==> src/rtl/cpu_mem_pkg.sv <==
// cpu_mem_pkg: shared widths and state/owner types for the unified memory port arbiter.
package cpu_mem_pkg;
    localparam int ADDR_W = 10;
    localparam int DATA_W = 32;
    typedef enum logic [1:0] {IDLE, ACCESS, WAIT, RESP} arb_state_t;
    typedef enum logic {OWN_IF, OWN_DM} owner_t;
endpackage

==> src/rtl/mem_port_arbiter_if.sv <==
// mem_port_arbiter_if: fetch, data and memory-port signals of the arbiter.
// master = requesters/memory side, slave = arbiter side.
interface mem_port_arbiter_if #(
    parameter int ADDR_W = cpu_mem_pkg::ADDR_W,
    parameter int DATA_W = cpu_mem_pkg::DATA_W
);
    logic              if_req;
    logic [ADDR_W-1:0] if_addr;
    logic              if_gnt;
    logic              if_rvalid;
    logic [DATA_W-1:0] if_rdata;
    logic              dm_req;
    logic              dm_we;
    logic [ADDR_W-1:0] dm_addr;
    logic [DATA_W-1:0] dm_wdata;
    logic              dm_gnt;
    logic              dm_rvalid;
    logic [DATA_W-1:0] dm_rdata;
    logic              mem_en;
    logic              mem_we;
    logic [ADDR_W-1:0] mem_addr;
    logic [DATA_W-1:0] mem_wdata;
    logic [DATA_W-1:0] mem_rdata;
    logic              busy;

    modport master (
        output if_req, if_addr, dm_req, dm_we, dm_addr, dm_wdata, mem_rdata,
        input  if_gnt, if_rvalid, if_rdata, dm_gnt, dm_rvalid, dm_rdata,
               mem_en, mem_we, mem_addr, mem_wdata, busy
    );
    modport slave (
        input  if_req, if_addr, dm_req, dm_we, dm_addr, dm_wdata, mem_rdata,
        output if_gnt, if_rvalid, if_rdata, dm_gnt, dm_rvalid, dm_rdata,
               mem_en, mem_we, mem_addr, mem_wdata, busy
    );
endinterface

==> src/rtl/mem_port_arbiter.sv <==
// mem_port_arbiter: serialises IF fetches and MEM loads/stores onto one memory port,
// with a bounded data-priority counter so fetch cannot starve.
module mem_port_arbiter #(
    parameter int ADDR_W     = cpu_mem_pkg::ADDR_W,
    parameter int DATA_W     = cpu_mem_pkg::DATA_W,
    parameter int MEM_LAT    = 1,
    parameter int STARVE_MAX = 3
) (
    input  logic                  clk,
    input  logic                  rst_n,
    mem_port_arbiter_if.slave     io_bus
);
    import cpu_mem_pkg::*;

    localparam logic [2:0] STARVE_LIM = 3'(STARVE_MAX);
    localparam logic [2:0] LAT_LOAD   = 3'(MEM_LAT);

    arb_state_t        r_state, w_next;
    owner_t            r_owner, w_owner;
    logic [2:0]        r_starve, r_lat;
    logic [ADDR_W-1:0] r_addr;
    logic [DATA_W-1:0] r_wdata, r_if_rdata, r_dm_rdata;
    logic              r_we;
    logic              w_any, w_contest, w_last, w_start;

    always_comb begin
        w_any     = io_bus.if_req || io_bus.dm_req;
        w_contest = io_bus.if_req && io_bus.dm_req;
        w_last    = r_lat == 3'd1;
        w_owner   = (io_bus.if_req && (!io_bus.dm_req || r_starve == STARVE_LIM)) ? OWN_IF : OWN_DM;
        w_start   = r_state == IDLE && w_any;
        w_next    = r_state;
        case (r_state)
            IDLE:    w_next = w_any ? ACCESS : IDLE;
            ACCESS:  w_next = WAIT;
            WAIT:    w_next = w_last ? RESP : WAIT;
            default: w_next = IDLE;
        endcase
    end

    always_ff @(posedge clk or negedge rst_n) begin
        if (!rst_n) begin
            r_state    <= IDLE;
            r_owner    <= OWN_IF;
            r_starve   <= '0;
            r_lat      <= '0;
            r_addr     <= '0;
            r_wdata    <= '0;
            r_we       <= 1'b0;
            r_if_rdata <= '0;
            r_dm_rdata <= '0;
        end else begin
            r_state <= w_next;
            // Owner and its request fields are latched at arbitration so the memory port is fully registered.
            if (w_start) begin
                r_owner  <= w_owner;
                r_addr   <= w_owner == OWN_IF ? io_bus.if_addr : io_bus.dm_addr;
                r_wdata  <= w_owner == OWN_DM ? io_bus.dm_wdata : '0;
                r_we     <= w_owner == OWN_DM && io_bus.dm_we;
                r_starve <= w_owner == OWN_IF ? 3'd0 :
                            (w_contest && r_starve < STARVE_LIM) ? r_starve + 3'd1 : r_starve;
            end
            if (r_state == ACCESS)
                r_lat <= LAT_LOAD;
            else if (r_state == WAIT)
                r_lat <= r_lat - 3'd1;
            if (r_state == WAIT && w_last && !r_we) begin
                if (r_owner == OWN_IF)
                    r_if_rdata <= io_bus.mem_rdata;
                else
                    r_dm_rdata <= io_bus.mem_rdata;
            end
        end
    end

    assign io_bus.mem_en    = r_state == ACCESS;
    assign io_bus.mem_we    = r_state == ACCESS && r_we;
    assign io_bus.mem_addr  = r_addr;
    assign io_bus.mem_wdata = r_wdata;
    assign io_bus.if_gnt    = r_state == ACCESS && r_owner == OWN_IF;
    assign io_bus.dm_gnt    = r_state == ACCESS && r_owner == OWN_DM;
    assign io_bus.if_rvalid = r_state == RESP && r_owner == OWN_IF;
    assign io_bus.dm_rvalid = r_state == RESP && r_owner == OWN_DM;
    assign io_bus.if_rdata  = r_if_rdata;
    assign io_bus.dm_rdata  = r_dm_rdata;
    assign io_bus.busy      = r_state != IDLE;
endmodule

==> src/flat_wrapper.sv <==
// flat-port wrapper written by rule: the top's interface ports become plain ports
module mem_port_arbiter_flat import cpu_mem_pkg::*;
#(
    parameter int ADDR_W     = cpu_mem_pkg::ADDR_W,
    parameter int DATA_W     = cpu_mem_pkg::DATA_W,
    parameter int MEM_LAT    = 1,
    parameter int STARVE_MAX = 3
)
  (clk, rst_n, io_bus_if_req, io_bus_if_addr, io_bus_dm_req, io_bus_dm_we, io_bus_dm_addr, io_bus_dm_wdata, io_bus_mem_rdata, io_bus_if_gnt, io_bus_if_rvalid, io_bus_if_rdata, io_bus_dm_gnt, io_bus_dm_rvalid, io_bus_dm_rdata, io_bus_mem_en, io_bus_mem_we, io_bus_mem_addr, io_bus_mem_wdata, io_bus_busy);
  mem_port_arbiter_if #(.ADDR_W(ADDR_W), .DATA_W(DATA_W)) io_bus_i ();
  input  logic clk;
  input  logic rst_n;
  input wire logic [$bits(io_bus_i.if_req)-1:0] io_bus_if_req;
  input wire logic [$bits(io_bus_i.if_addr)-1:0] io_bus_if_addr;
  input wire logic [$bits(io_bus_i.dm_req)-1:0] io_bus_dm_req;
  input wire logic [$bits(io_bus_i.dm_we)-1:0] io_bus_dm_we;
  input wire logic [$bits(io_bus_i.dm_addr)-1:0] io_bus_dm_addr;
  input wire logic [$bits(io_bus_i.dm_wdata)-1:0] io_bus_dm_wdata;
  input wire logic [$bits(io_bus_i.mem_rdata)-1:0] io_bus_mem_rdata;
  output wire logic [$bits(io_bus_i.if_gnt)-1:0] io_bus_if_gnt;
  output wire logic [$bits(io_bus_i.if_rvalid)-1:0] io_bus_if_rvalid;
  output wire logic [$bits(io_bus_i.if_rdata)-1:0] io_bus_if_rdata;
  output wire logic [$bits(io_bus_i.dm_gnt)-1:0] io_bus_dm_gnt;
  output wire logic [$bits(io_bus_i.dm_rvalid)-1:0] io_bus_dm_rvalid;
  output wire logic [$bits(io_bus_i.dm_rdata)-1:0] io_bus_dm_rdata;
  output wire logic [$bits(io_bus_i.mem_en)-1:0] io_bus_mem_en;
  output wire logic [$bits(io_bus_i.mem_we)-1:0] io_bus_mem_we;
  output wire logic [$bits(io_bus_i.mem_addr)-1:0] io_bus_mem_addr;
  output wire logic [$bits(io_bus_i.mem_wdata)-1:0] io_bus_mem_wdata;
  output wire logic [$bits(io_bus_i.busy)-1:0] io_bus_busy;
  assign io_bus_i.if_req = io_bus_if_req;
  assign io_bus_i.if_addr = io_bus_if_addr;
  assign io_bus_i.dm_req = io_bus_dm_req;
  assign io_bus_i.dm_we = io_bus_dm_we;
  assign io_bus_i.dm_addr = io_bus_dm_addr;
  assign io_bus_i.dm_wdata = io_bus_dm_wdata;
  assign io_bus_i.mem_rdata = io_bus_mem_rdata;
  assign io_bus_if_gnt = io_bus_i.if_gnt;
  assign io_bus_if_rvalid = io_bus_i.if_rvalid;
  assign io_bus_if_rdata = io_bus_i.if_rdata;
  assign io_bus_dm_gnt = io_bus_i.dm_gnt;
  assign io_bus_dm_rvalid = io_bus_i.dm_rvalid;
  assign io_bus_dm_rdata = io_bus_i.dm_rdata;
  assign io_bus_mem_en = io_bus_i.mem_en;
  assign io_bus_mem_we = io_bus_i.mem_we;
  assign io_bus_mem_addr = io_bus_i.mem_addr;
  assign io_bus_mem_wdata = io_bus_i.mem_wdata;
  assign io_bus_busy = io_bus_i.busy;
  mem_port_arbiter #(.ADDR_W(ADDR_W), .DATA_W(DATA_W), .MEM_LAT(MEM_LAT), .STARVE_MAX(STARVE_MAX)) u_core (.clk(clk), .rst_n(rst_n), .io_bus(io_bus_i));
endmodule
==> config.mk <==
export PLATFORM = sky130hd
export DESIGN_NAME = mem_port_arbiter_flat
export DESIGN_NICKNAME = d
export VERILOG_FILES = /design/src/rtl/cpu_mem_pkg.sv /design/src/rtl/mem_port_arbiter_if.sv /design/src/rtl/mem_port_arbiter.sv /design/src/flat_wrapper.sv
export SDC_FILE = /design/constraint.sdc
export NUM_CORES = 1
export LEC_CHECK = 0
export BUFFER_PORTS_ARGS = -buffer_cell sky130_fd_sc_hd__buf_2
export CAP_MARGIN = 20
export CORE_MARGIN = 5
export CORE_UTILIZATION = 47
export DETAILED_ROUTE_END_ITERATION = 8
export GPL_ROUTABILITY_DRIVEN = 0
export PLACE_DENSITY = 0.79
export RECOVER_POWER = 50
export REMOVE_ABC_BUFFERS = 1
export SLEW_MARGIN = 30
export SYNTH_ARGS = -nofsm -noshare
export SYNTH_HDL_FRONTEND = slang
export SYNTH_SLANG_ARGS = --single-unit
export TNS_END_PERCENT = 5
==> constraint.sdc <==
create_clock -name clk -period 2.2 [get_ports clk]
set_input_delay 0.44 -clock clk [delete_from_list [all_inputs] [get_ports clk]]
set_output_delay 0.44 -clock clk [all_outputs]
set_load 0.05 [all_outputs]
-- Word level (Yosys, flattened, before mapping)
Index checks and enable logic that the tools add are counted.
- bits in registers: 116
- latch bits: 0
- memory bits (writable): 0
- memory bits (read-only): 0
- input port bits: 89
- memories kept: 0
- $add $sub $neg: 2
- multipliers: 0
- div/mod/pow operators: 0
- $lt $le $gt $ge: 1
- eq/ne operators: 5
- shifts and indexed selects: 0
- mux-type cells: 10
- bitwise gates (word level): 1
- reductions and logical operators: 23
- operators with widths (kind ; number):
    32-bit 2-to-1 mux ; 1
    1-bit logical AND ; 12
    3-bit 2-to-1 mux ; 4
    10-bit 2-to-1 mux ; 1
    2-bit case mux with 3 select lines ; 1
    2-bit AND reduction ; 3
    2-bit nonzero test ; 3
    2-bit == test, second input constant ; 2
    3-bit by 1-bit adder with 3-bit output, second input constant ; 1
    3-bit by 1-bit == test with 1-bit output, second input constant ; 1
    3-bit by 2-bit == test with 1-bit output, second input constant ; 1
    3-bit by 2-bit less-than comparator with 1-bit output, second input constant ; 1
    1-bit 2-to-1 mux ; 3
    3-bit by 1-bit subtractor with 3-bit output, second input constant ; 1
    2-bit by 1-bit == test with 1-bit output, second input constant ; 1
    1-bit logical NOT ; 2
    2-bit logical NOT ; 1
    1-bit logical OR ; 2
    1-bit inverter ; 1

-- Depth between registers and ports, before layout
Gate-level depths: netlist of run 1.
- depth after elaboration: 5
- mapped depth: 7

-- Worst setup path after synthesis of run 1
OpenSTA, ideal clock, no wires.
- kind: flip-flop to output port
- from: reg u_core.r_state[1]
- to: out io_bus_if_gnt
- arrival time: 1.757 ns
- required time: 1.760 ns
- slack: 0.003 ns
- cell stages (with the launch flop): 4
- buffers on the path: 0
- cells stage by stage: dfrtp_1 -> inv_1 -> ha_1 -> nor2b_1
- cells in the longest elaborated chain, start to end: 2
- ends and longest elaborated chain (item ; line ; text):
    start, declared ; mem_port_arbiter.sv:18 ; arb_state_t r_state, w_next;
    start signal, assigned ; mem_port_arbiter.sv:53 ; r_state <= w_next;
    2-bit by 1-bit == test with 1-bit output ; -- ;
    net io_bus_mem_en ; flat_wrapper.sv:26 ; output wire logic [$bits(io_bus_i.mem_en)-1:0] io_bus_mem_en;
    1-bit logical AND ; mem_port_arbiter.sv:80 ; assign io_bus.if_gnt = r_state == ACCESS && r_owner == OWN_IF;
    end, declared ; flat_wrapper.sv:20 ; output wire logic [$bits(io_bus_i.if_gnt)-1:0] io_bus_if_gnt;
The timed path passes the listed nets, and every way through them passes these cells.

-- Worst setup path in the final report of run 1
- from: reg u_core.r_state[1]
- to: out io_bus_if_gnt
- cells in the longest elaborated chain, start to end: 2
- ends and longest elaborated chain (item ; line):
    2-bit by 1-bit == test with 1-bit output ; mem_port_arbiter.sv:80
    1-bit logical AND ; mem_port_arbiter.sv:80
No other way between the ends.

==> summary.md, run 1 <==
| Metric | Value |
|---|---|
| Class of the most critical setup path | `reg2out` |
| Fraction of layout instances using a drive strength above 1 | `47.3%` |
| Cell type contributing the most total cell area after synthesis | `sky130_fd_sc_hd__dfrtp_1` |
| Number of filler instances in the final layout | `732` |
| Peak fanout along the critical path | `6` |
| Met2 usage | `32.0%` |
| Area of the die | `0.0121 mm2` |
| Count of synthesis-stage warnings from yosys | `0` |
| Drt via density | `5.18` |
| Cell with the most instances after synthesis | `sky130_fd_sc_hd__dfrtp_1` |
| Fraction of the mapped netlist area in compound gates | `11.7%` |
| DIE HEIGHT | `110 um` |
| Setup Buffers After CTS | `0` |
| Most Crowded Layer GR | `met2` |
| Highest-delay cell along the critical path | `sky130_fd_sc_hd__dfrtp_1` |
| Area added between synthesis and finish | `36.5%` |
| Number of optimization iterations in the first detailed-route pass | `4` |
| Final worst hold slack | `148 ps` |
| Number of global-route vias before repair | `3667` |
| Post-Synth Simple-Gate Area | `3.23%` |
| Max H-tree Level | `4` |
| Combinational family with the most area after synthesis | `multiplexers` |
| Worst Max-Slew Pin Slew | `742 ps` |
| Main area contributors after synthesis | `sky130_fd_sc_hd__dfrtp_1, sky130_fd_sc_hd__mux2_4, sky130_fd_sc_hd__mux2_2` |
| Endpoints failing setup | `0` |
| Start point of the worst hold path | `io_bus_dm_wdata[17]` |
| Std-Cell Core Area | `0.00973 mm2` |
| Launching element type of the critical path | `flop` |
| Top cell family by delay on the critical path | `flip-flops` |
| Logic depth of the worst setup path including buffers | `4` |
| Met3 demand-to-capacity share in global routing | `6.64%` |
| Run status | `complete, no violations` |
| Antenna-violating nets left | `0` |
| Post-Place Cell Area | `0.00590 mm2` |
| Initial core utilization | `48.2%` |
| Reg clk slew, reported paths | `60 ps` |
| Source of the worst register-to-register timing path | `u_core.r_state[0]$_DFF_PN0_` |
| Maximum achievable frequency | `0.479 GHz` |
| Routed len/inst | `17.5 um` |
| Most common library cells after synthesis | `sky130_fd_sc_hd__dfrtp_1, sky130_fd_sc_hd__a22o_1, sky130_fd_sc_hd__mux2_2` |
| EDFF count, synth | `0` |
| Ys async rst share | `100%` |
| Number of buffers on the longest clock path | `2` |
| Parity-gate share of the synthesized area counting xor and xnor cells | `0%` |
| Global route total overflow | `0` |
| Area of all placed cells without fillers | `0.00640 mm2` |
| Most used flip-flop cell after synthesis | `sky130_fd_sc_hd__dfrtp_1` |
| Initial antenna violation count | `0` |
| Pin count of the biggest net entering global routing | `57` |
| Number of slew-limit violations in the final report | `0` |
| Proportion of synthesized chip area in sequential cells | `61.9%` |
| Number of different library cells in the post-synthesis netlist | `29` |
| Average instance area after synthesis | `14.6 um2` |
| Setup Skew | `5.00 ps` |
| Worst-path cell chain | `inv_1 > ha_2 > nor2b_1 > clkbuf_4` |
| Kind of end point of the critical path | `output port` |
| Number of buffers inserted by port buffering | `201` |
| Clock Root Buffer | `sky130_fd_sc_hd__clkbuf_8` |
| First-pass GRT wire length | `18.3 mm` |
| Setup repair after global routing missed its margin | `no` |
| Instance count of the mapped netlist | `321` |
| Routed WL | `11.9 mm` |
| Area share of the largest cell type after synthesis | `61.9%` |
| M1 GR Usage | `24.4%` |
| Number of placement rows | `36` |
| Setup crit start | `u_core.r_state[1]$_DFF_PN0_` |
| Register bit total from synthesis | `116` |
| Routed via count | `3505` |
| Required arrival time at the worst endpoint | `1760 ps` |
| Critical path buffer and inverter count | `2` |
| Count of unresolved DRC violations after routing | `0` |
| Post-synthesis share of cell area spent on full adders, half adders and majority gates | `2.14%` |
| Mux cell area share after synthesis | `18.0%` |
| CP Data Arrival Time | `1650 ps` |
| Sinks on Clock Net | `116` |
| Relative slew slack | `50.5%` |
| Fin crit share | `94.8%` |
| Reg2Reg Depth | `6` |
| Sum of negative setup slack | `0 ps` |
| Netlist area before placement | `0.00469 mm2` |
| Final net count | `628` |
| Min Clock Period, post-route | `2090 ps` |
| Number of violations of the max-capacitance limit | `0` |
| Placed wire-length estimate | `8.60 mm` |
| Number of buffers added by the clock tree synthesis step | `17` |
| Iteration-0 DRC Markers | `156` |
| Delay of the slowest cell on the worst path | `400 ps` |
| CTS tree | `done` |
| Final Hold Vio Count | `0` |
| Count of inserted antenna diode cells | `0` |
| Worst-Skew Late Latency | `500 ps` |
| Worst Hold Path Cells | `2` |
| All-layer global routing usage | `19.9%` |
| Worst hold path class | `in2reg` |
| I/O pin count | `202` |
| Die outline width | `110 um` |
-- metal layers --
metal	share of wire [%]	up-vias	wire (um)
met4	2.2	0	263
li1	-	1581	-
met5	0	-	0
met1	40	1701	4780
met2	47	200	5550
met3	11	23	1270
-- per-stage QoR --
stage               std cells  util, %  setup slack, ps
floorplan                 302        -             -530
global placement          644     60.6              294
detailed placement        644     60.6              232
CTS                       676     66.8             7.67
global route              676     65.8             14.5
finish                    676     65.8              114
-- cell families (layout without fill, tap and decap cells) --
logic type	after synthesis	after routing
DFF	116	116
AOI/OAI and AO/OA	77	77
muxes	65	65
buffers and inverters	28	250
and+or+nand+nor	27	27
adders and majority gates	8	8
-- path summary, 6_finish.rpt --
path	slack, ps	to
max	110	io_bus_if_gnt
min	150	u_core.io_bus.mem_wdata[17]$_DFFE_PN0P_
max reg2reg	210	u_core.io_bus.dm_rdata[16]$_DFFE_PN0P_
min reg2reg	490	u_core.io_bus.if_rdata[7]$_DFFE_PN0P_
max in group asynchronous	510	u_core.io_bus.dm_rdata[16]$_DFFE_PN0P_
min in group asynchronous	470	u_core.io_bus.dm_rdata[10]$_DFFE_PN0P_
-- flip-flops by register name, indices dropped and copies added, names as in the netlist --
signal                   count
u_core.r_we                  1
u_core.io_bus.if_rdata      32
u_core.io_bus.mem_addr      10
u_core.r_lat                 3
u_core.io_bus.dm_rdata      32
u_core.r_owner               1
u_core.r_starve              3
u_core.io_bus.mem_wdata     32
u_core.r_state               2
-- cell usage in the layout, fill, tap and decap left out, drive strengths merged, types with 4 or more instances in the layout --
cell and count:
a21oi 13, a22o 33, a31oi 11, buf 156, clkbuf 71, clkinvlp 6
dfrtp 116, ha 8, inv 10, mux2 65, nor2 13, nor2b 4
o21ai 12
-- final cells by class --
class | instances | area [um2] | area share [%]
Clock buffer | 18 | 428 | 6.69
Clock inverter | 13 | 159 | 2.48
Inverter | 9 | 33.8 | 0.528
Multi-Input combinational cell | 177 | 1660 | 25.9
Sequential cell | 116 | 2900 | 45.4
Tap cell | 133 | 166 | 2.60
Timing Repair Buffer | 210 | 1050 | 16.5
-- timing repair --
item                                    4_1_cts  5_1_grt
hold buffers                                  1        0
endpoints found under the setup margin        0        3
gates resized for setup                       0        2
hold endpoints to repair                     10        0
Power of run 1 is not shown: default switching activity piles up to over one toggle a cycle in this logic, so the estimate is an artifact.
==> run 2: changes to the inputs <==
Settings changed: PLACE_DENSITY 0.79 to 0.77.
==> summary.md, run 2 (synthesis gave the netlist of run 1 again) <==
| Metric | Value |
|---|---|
| Reg clk slew, reported paths | `60 ps (about the same)` |
| Kind of end point of the critical path | `output port` |
| Number of buffers inserted by port buffering | `201 (unchanged)` |
| Number of global-route vias before repair | `3626 (-1.1%)` |
| Post-Place Cell Area | `0.00587 mm2 (-0.55%)` |
| Area added between synthesis and finish | `36.3%` |
| Routed via count | `3501 (-0.11%)` |
| Area of all sequential standard cells | `0.00290 mm2 (unchanged)` |
| Max H-tree Level | `4 (unchanged)` |
| Number of placement rows | `36 (unchanged)` |
| Wire length on met1 | `4.68 mm (-2.2%)` |
| Launching element type of the critical path | `flop` |
| Initial antenna violation count | `0 (unchanged)` |
| Number of violations of the max-capacitance limit | `1 (+1)` |
| CTS tree | `done` |
| Placed wire-length estimate | `8.08 mm (-6.1%)` |
| Maximum achievable frequency | `0.476 GHz (-0.81%)` |
| Clock Root Buffer | `sky130_fd_sc_hd__clkbuf_8` |
| Setup crit start | `u_core.r_state[1]$_DFF_PN0_` |
| Min Clock Period, post-route | `2100 ps (+17.0 ps)` |
| Met2 routed wirelength | `5.32 mm (-4.1%)` |
| First-pass GRT wire length | `18.0 mm (-2.0%)` |
| Topmost layer with routed signal wires | `met4` |
| Source of the worst register-to-register timing path | `u_core.r_state[1]$_DFF_PN0_` |
| Antenna-violating nets left | `0 (unchanged)` |
| Required arrival time at the worst endpoint | `1760 ps (about the same)` |
| Number of slew-limit violations in the final report | `117 (+117)` |
| Area of all placed cells without fillers | `0.00639 mm2 (-0.16%)` |
| Setup repair after global routing missed its margin | `no` |
| Number of buffers added by the clock tree synthesis step | `17 (unchanged)` |
| Endpoints failing setup | `0 (unchanged)` |
| Pin count of the biggest net entering global routing | `117 (+110%)` |
| Run status | `finished, violations left` |
| Multi-input logic area | `0.00166 mm2 (+0.53%)` |
| Worst hold path class | `in2reg` |
| Iteration-0 DRC Markers | `153 (-1.9%)` |
| Violations in the final reports | `capacitance limit, slew limit` |
| Worst-Skew Late Latency | `510 ps (about the same)` |
| Top library cells by usage in the layout, fill and taps aside | `sky130_fd_sc_hd__buf_2, sky130_fd_sc_hd__dfrtp_1, sky130_fd_sc_hd__clkbuf_1` |
| All-layer global routing usage | `19.7% (-0.29 points)` |
| Class of the most critical setup path | `reg2out` |
| Number of filler instances in the final layout | `752 (+2.7%)` |
| Setup Skew | `8.87 ps (+3.87 ps)` |
| Initial core utilization | `48.2% (unchanged)` |
| CP Data Arrival Time | `1660 ps (about the same)` |
| Final net count | `626 (-0.32%)` |
| Highest-delay cell along the critical path | `sky130_fd_sc_hd__dfrtp_1` |
| Final worst hold slack | `137 ps (-11.5 ps)` |
| Relative slew slack | `-2.51% (-53 points)` |
| Fraction of layout instances using a drive strength above 1 | `47.2% (-0.097 points)` |
| Number of buffers on the longest clock path | `2 (unchanged)` |
| Worst Max-Slew Pin Slew | `1540 ps (+796 ps)` |
| I/O pin count | `202 (unchanged)` |
| Setup Buffers After CTS | `0 (unchanged)` |
| Start point of the worst hold path | `io_bus_dm_wdata[29]` |
| Number of optimization iterations in the first detailed-route pass | `4 (unchanged)` |
| Count of inserted antenna diode cells | `0 (unchanged)` |
| Routed wl met3 | `1.35 mm (+6.6%)` |
| Final Hold Vio Count | `0 (unchanged)` |
| Routed WL | `11.5 mm (-2.8%)` |
| Leading cell type in the layout, fill and taps excluded | `sky130_fd_sc_hd__buf_2` |
| Drt via density | `5.19 (about the same)` |
| Global route total overflow | `0 (unchanged)` |
| Peak fanout along the critical path | `6 (unchanged)` |
| Worst-path cell chain | `inv_1 > ha_1 > nor2b_1 > clkbuf_4` |
| Std-Cell Core Area | `0.00973 mm2 (unchanged)` |
| Count of unresolved DRC violations after routing | `0 (unchanged)` |
| Die outline width | `110 um (unchanged)` |
| DIE HEIGHT | `110 um (unchanged)` |
| Routed len/inst | `17.1 um (-2.6%)` |
| Fin crit share | `95.6% (+0.77 points)` |
| Delay of the slowest cell on the worst path | `410 ps (about the same)` |
| Sinks on Clock Net | `116 (unchanged)` |
| Register-to-register path setup slack | `220 ps (about the same)` |
| Area of the die | `0.0121 mm2 (unchanged)` |
-- run 2: critical path: cells and delay by family (launching register included) --
kind | cells | cell delay (ps)
adders and majority gates | 1 | 240
buffers and inverters | 2 | 340
DFF | 1 | 410
and+or+nand+nor | 1 | 160
-- run 2: cell type report --
class	count	share of cell area [%]
Sequential cell	116	45.4
Clock inverter	14	2.82
Inverter	9	0.529
Timing Repair Buffer	208	16.0
Tap cell	133	2.60
Clock buffer	18	6.54
Multi-Input combinational cell	177	26.0
-- run 2: per-layer routing --
metal / track usage, % / vias to the layer above
met5: 0 / -
met4: 8.10 / 0
met3: 9.28 / 17
met2: 30.5 / 184
met1: 23.6 / 1715
li1: - / 1585
-- run 2: repair_timing --
action	CTS	global route
resized for setup	0	1
hold buffers	0	0
endpoints found under the setup margin	0	1
-- run 2: path summary, 6_finish.rpt --
path | to | depth (start not counted)
min in group asynchronous | u_core.io_bus.dm_rdata[13]$_DFFE_PN0P_ | 2
max in group asynchronous | u_core.io_bus.mem_addr[0]$_DFFE_PN0P_ | 2
setup / recovery | io_bus_if_gnt | 4
hold reg to reg | u_core.io_bus.if_rdata[7]$_DFFE_PN0P_ | 1
setup reg to reg | u_core.io_bus.mem_addr[9]$_DFFE_PN0P_ | 6
hold / removal | u_core.io_bus.mem_wdata[29]$_DFFE_PN0P_ | 2
-- run 2: through the flow --
stage | setup TNS [ps] | setup WS, ps | util (%) | instances
after detailed placement | 0 | 244 | 60.3 | 643
after floorplan | -31740 | -530 | - | 302
after CTS | 0 | 34.1 | 66.4 | 675
after global placement | 0 | 292 | 60.3 | 643
after global routing | 0 | 10.1 | 65.7 | 675
final | 0 | 97.2 | 65.7 | 675
Power of run 2 is left out for the same reason.
==> run 3: changes to the inputs <==
Settings changed: BUFFER_PORTS_ARGS -buffer_cell sky130_fd_sc_hd__buf_2 to -buffer_cell sky130_fd_sc_hd__clkbuf_2.
==> summary.md, run 3 (synthesis gave the netlist of run 1 again) <==
| Metric | Value |
|---|---|
| Run status | `complete, no violations` |
| Area of the die | `0.0121 mm2 (unchanged)` |
| Number of placement rows | `36 (unchanged)` |
| Delay of the slowest cell on the worst path | `400 ps (about the same)` |
| Clock Root Buffer | `sky130_fd_sc_hd__clkbuf_8` |
| Number of optimization iterations in the first detailed-route pass | `5 (+1)` |
| Peak fanout along the critical path | `6 (unchanged)` |
| Antenna-violating nets left | `0 (unchanged)` |
| Setup repair after global routing missed its margin | `no` |
| Initial antenna violation count | `0 (unchanged)` |
| Maximum achievable frequency | `0.475 GHz (about the same)` |
| Pin count of the biggest net entering global routing | `46 (-61%)` |
| Die outline width | `110 um (unchanged)` |
| I/O pin count | `202 (unchanged)` |
| Routed len/inst | `16.7 um (-2.1%)` |
| Placed cell count | `645 (+0.31%)` |
| CTS tree | `done` |
| Iteration-0 DRC Markers | `105 (-31%)` |
| Number of slew-limit violations in the final report | `0 (-100%)` |
| Class of the most critical setup path | `reg2out` |
| Routed via count | `3410 (-2.6%)` |
| Logic depth of the worst setup path including buffers | `4 (unchanged)` |
| Critical path buffer and inverter count | `2 (unchanged)` |
| Worst-path cell chain | `inv_1 > ha_1 > and2_1 > clkbuf_2` |
| Worst-Skew Late Latency | `510 ps (about the same)` |
| Area added between synthesis and finish | `37.7%` |
| Required arrival time at the worst endpoint | `1760 ps (about the same)` |
| CP Data Arrival Time | `1660 ps (about the same)` |
| Launching element type of the critical path | `flop` |
| Number of violations of the max-capacitance limit | `0 (-1)` |
| Global route total overflow | `0 (unchanged)` |
| Count of unresolved DRC violations after routing | `0 (unchanged)` |
| M1 GR Usage | `24.6% (+1.0 points)` |
| Setup Skew | `7.82 ps (-1.05 ps)` |
| DIE HEIGHT | `110 um (unchanged)` |
| Sinks on Clock Net | `116 (unchanged)` |
| Number of buffers on the longest clock path | `2 (unchanged)` |
| Number of global-route vias before repair | `3547 (-2.2%)` |
| Drt via density | `5.03 (-3.0%)` |
| Worst Hold Path Cells | `2 (unchanged)` |
| Max H-tree Level | `4 (unchanged)` |
| Min Clock Period, post-route | `2100 ps (+1.09 ps)` |
| Top library cells by usage in the layout, fill and taps aside | `sky130_fd_sc_hd__clkbuf_2, sky130_fd_sc_hd__dfrtp_1, sky130_fd_sc_hd__clkbuf_1` |
| Std-Cell Core Area | `0.00973 mm2 (unchanged)` |
| Met2 usage | `29.4% (-1.0 points)` |
| Count of inserted antenna diode cells | `0 (unchanged)` |
| Reg2Reg Depth | `6 (unchanged)` |
| Highest-delay cell along the critical path | `sky130_fd_sc_hd__dfrtp_1` |
| Fraction of layout instances using a drive strength above 1 | `47.7% (+0.47 points)` |
| First-pass GRT wire length | `17.5 mm (-2.3%)` |
| Final net count | `629 (+0.48%)` |
| Setup Buffers After CTS | `0 (unchanged)` |
| Placed wire-length estimate | `8.30 mm (+2.7%)` |
| Final Hold Vio Count | `0 (unchanged)` |
| Most Crowded Layer GR | `met2` |
| Met3 demand-to-capacity share in global routing | `6.05% (-3.2 points)` |
| Reg clk slew, reported paths | `60 ps (about the same)` |
| Number of buffers inserted by port buffering | `201 (unchanged)` |
| Number of buffers added by the clock tree synthesis step | `17 (unchanged)` |
| Kind of end point of the critical path | `output port` |
| Top cell family by delay on the critical path | `flip-flops` |
| Finished Layout Cells | `678 (+0.44%)` |
| All-layer global routing usage | `19.1% (-0.59 points)` |
| Routed WL | `11.3 mm (-1.7%)` |
| Relative slew slack | `27.8% (+30 points)` |
| Worst hold path class | `in2reg` |
| Number of filler instances in the final layout | `738 (-1.9%)` |
| Endpoints failing setup | `0 (unchanged)` |
| Fin crit share | `95.6% (about the same)` |
| Leading cell type in the layout, fill and taps excluded | `sky130_fd_sc_hd__clkbuf_2` |
| Initial core utilization | `48.2% (unchanged)` |
| Worst Max-Slew Pin Slew | `1080 ps (-455 ps)` |
-- run 3: cell types whose count changed in the layout (fill, tap and decap cells not counted) --
cell | previous run | this run
sky130_fd_sc_hd__clkbuf_4 | 3 | 0
sky130_fd_sc_hd__clkinv_2 | 1 | 2
sky130_fd_sc_hd__o21ai_4 | 1 | 0
sky130_fd_sc_hd__dlygate4sd3_1 | 0 | 1
sky130_fd_sc_hd__bufinv_16 | 3 | 5
sky130_fd_sc_hd__buf_12 | 2 | 3
sky130_fd_sc_hd__buf_2 | 149 | 1
sky130_fd_sc_hd__clkbuf_1 | 51 | 48
sky130_fd_sc_hd__clkbuf_2 | 1 | 155
sky130_fd_sc_hd__clkinvlp_4 | 4 | 2
sky130_fd_sc_hd__o21ai_0 | 11 | 12
-- run 3: layout make-up --
| cell class | count | area [um2] | share of cell area [%] |
|---|---|---|---|
| repair buffers | 211 | 1050 | 16.3 |
| flip-flops and latches | 116 | 2900 | 45.0 |
| inverters | 9 | 33.8 | 0.523 |
| well taps | 133 | 166 | 2.58 |
| clock inverters | 15 | 230 | 3.57 |
| clock buffers | 17 | 414 | 6.42 |
| multi-input cells | 177 | 1650 | 25.6 |
-- run 3: stage by stage --
step / hold slack, ps / utilization (%) / setup TNS, ps / instance area (um2) / setup slack (ps)
final: 142 / 66.3 / 0 / 6450 / 96.1
after global routing: 129 / 66.3 / 0 / 6450 / 2.22
after CTS: 118 / 67.2 / 0 / 6540 / 46.5
after detailed placement: 476 / 60.4 / 0 / 5880 / 242
after global placement: 469 / 60.4 / 0 / 5880 / 294
after floorplan: 144 / - / -31740 / 4580 / -530
-- run 3: path summary, 6_finish.rpt --
| kind | start | end | slack, ps |
|---|---|---|---|
| setup / recovery | u_core.r_state[1]$_DFF_PN0_ | io_bus_dm_gnt | 100 |
| hold / removal | io_bus_dm_wdata[11] | u_core.io_bus.mem_wdata[11]$_DFFE_PN0P_ | 140 |
| setup reg to reg | u_core.r_state[0]$_DFF_PN0_ | u_core.io_bus.dm_rdata[9]$_DFFE_PN0P_ | 210 |
| hold reg to reg | u_core.io_bus.if_rdata[1]$_DFFE_PN0P_ | u_core.io_bus.if_rdata[1]$_DFFE_PN0P_ | 500 |
| max in group asynchronous | rst_n | u_core.io_bus.dm_rdata[26]$_DFFE_PN0P_ | 420 |
| min in group asynchronous | rst_n | u_core.io_bus.if_rdata[21]$_DFFE_PN0P_ | 670 |
-- run 3: what timing repair did --
action                     CTS  global route
hold endpoints to repair    40             0
setup endpoints to repair    0             1
hold buffers                 1             0
gates resized for setup      0             1
-- run 3: routing by layer --
metal | vias to the layer above | wire [um]
met3 | 16 | 1150
met1 | 1627 | 4800
met2 | 184 | 5170
met5 | - | 0
met4 | 0 | 210
li1 | 1583 | -
Power of run 3 is left out for the same reason.
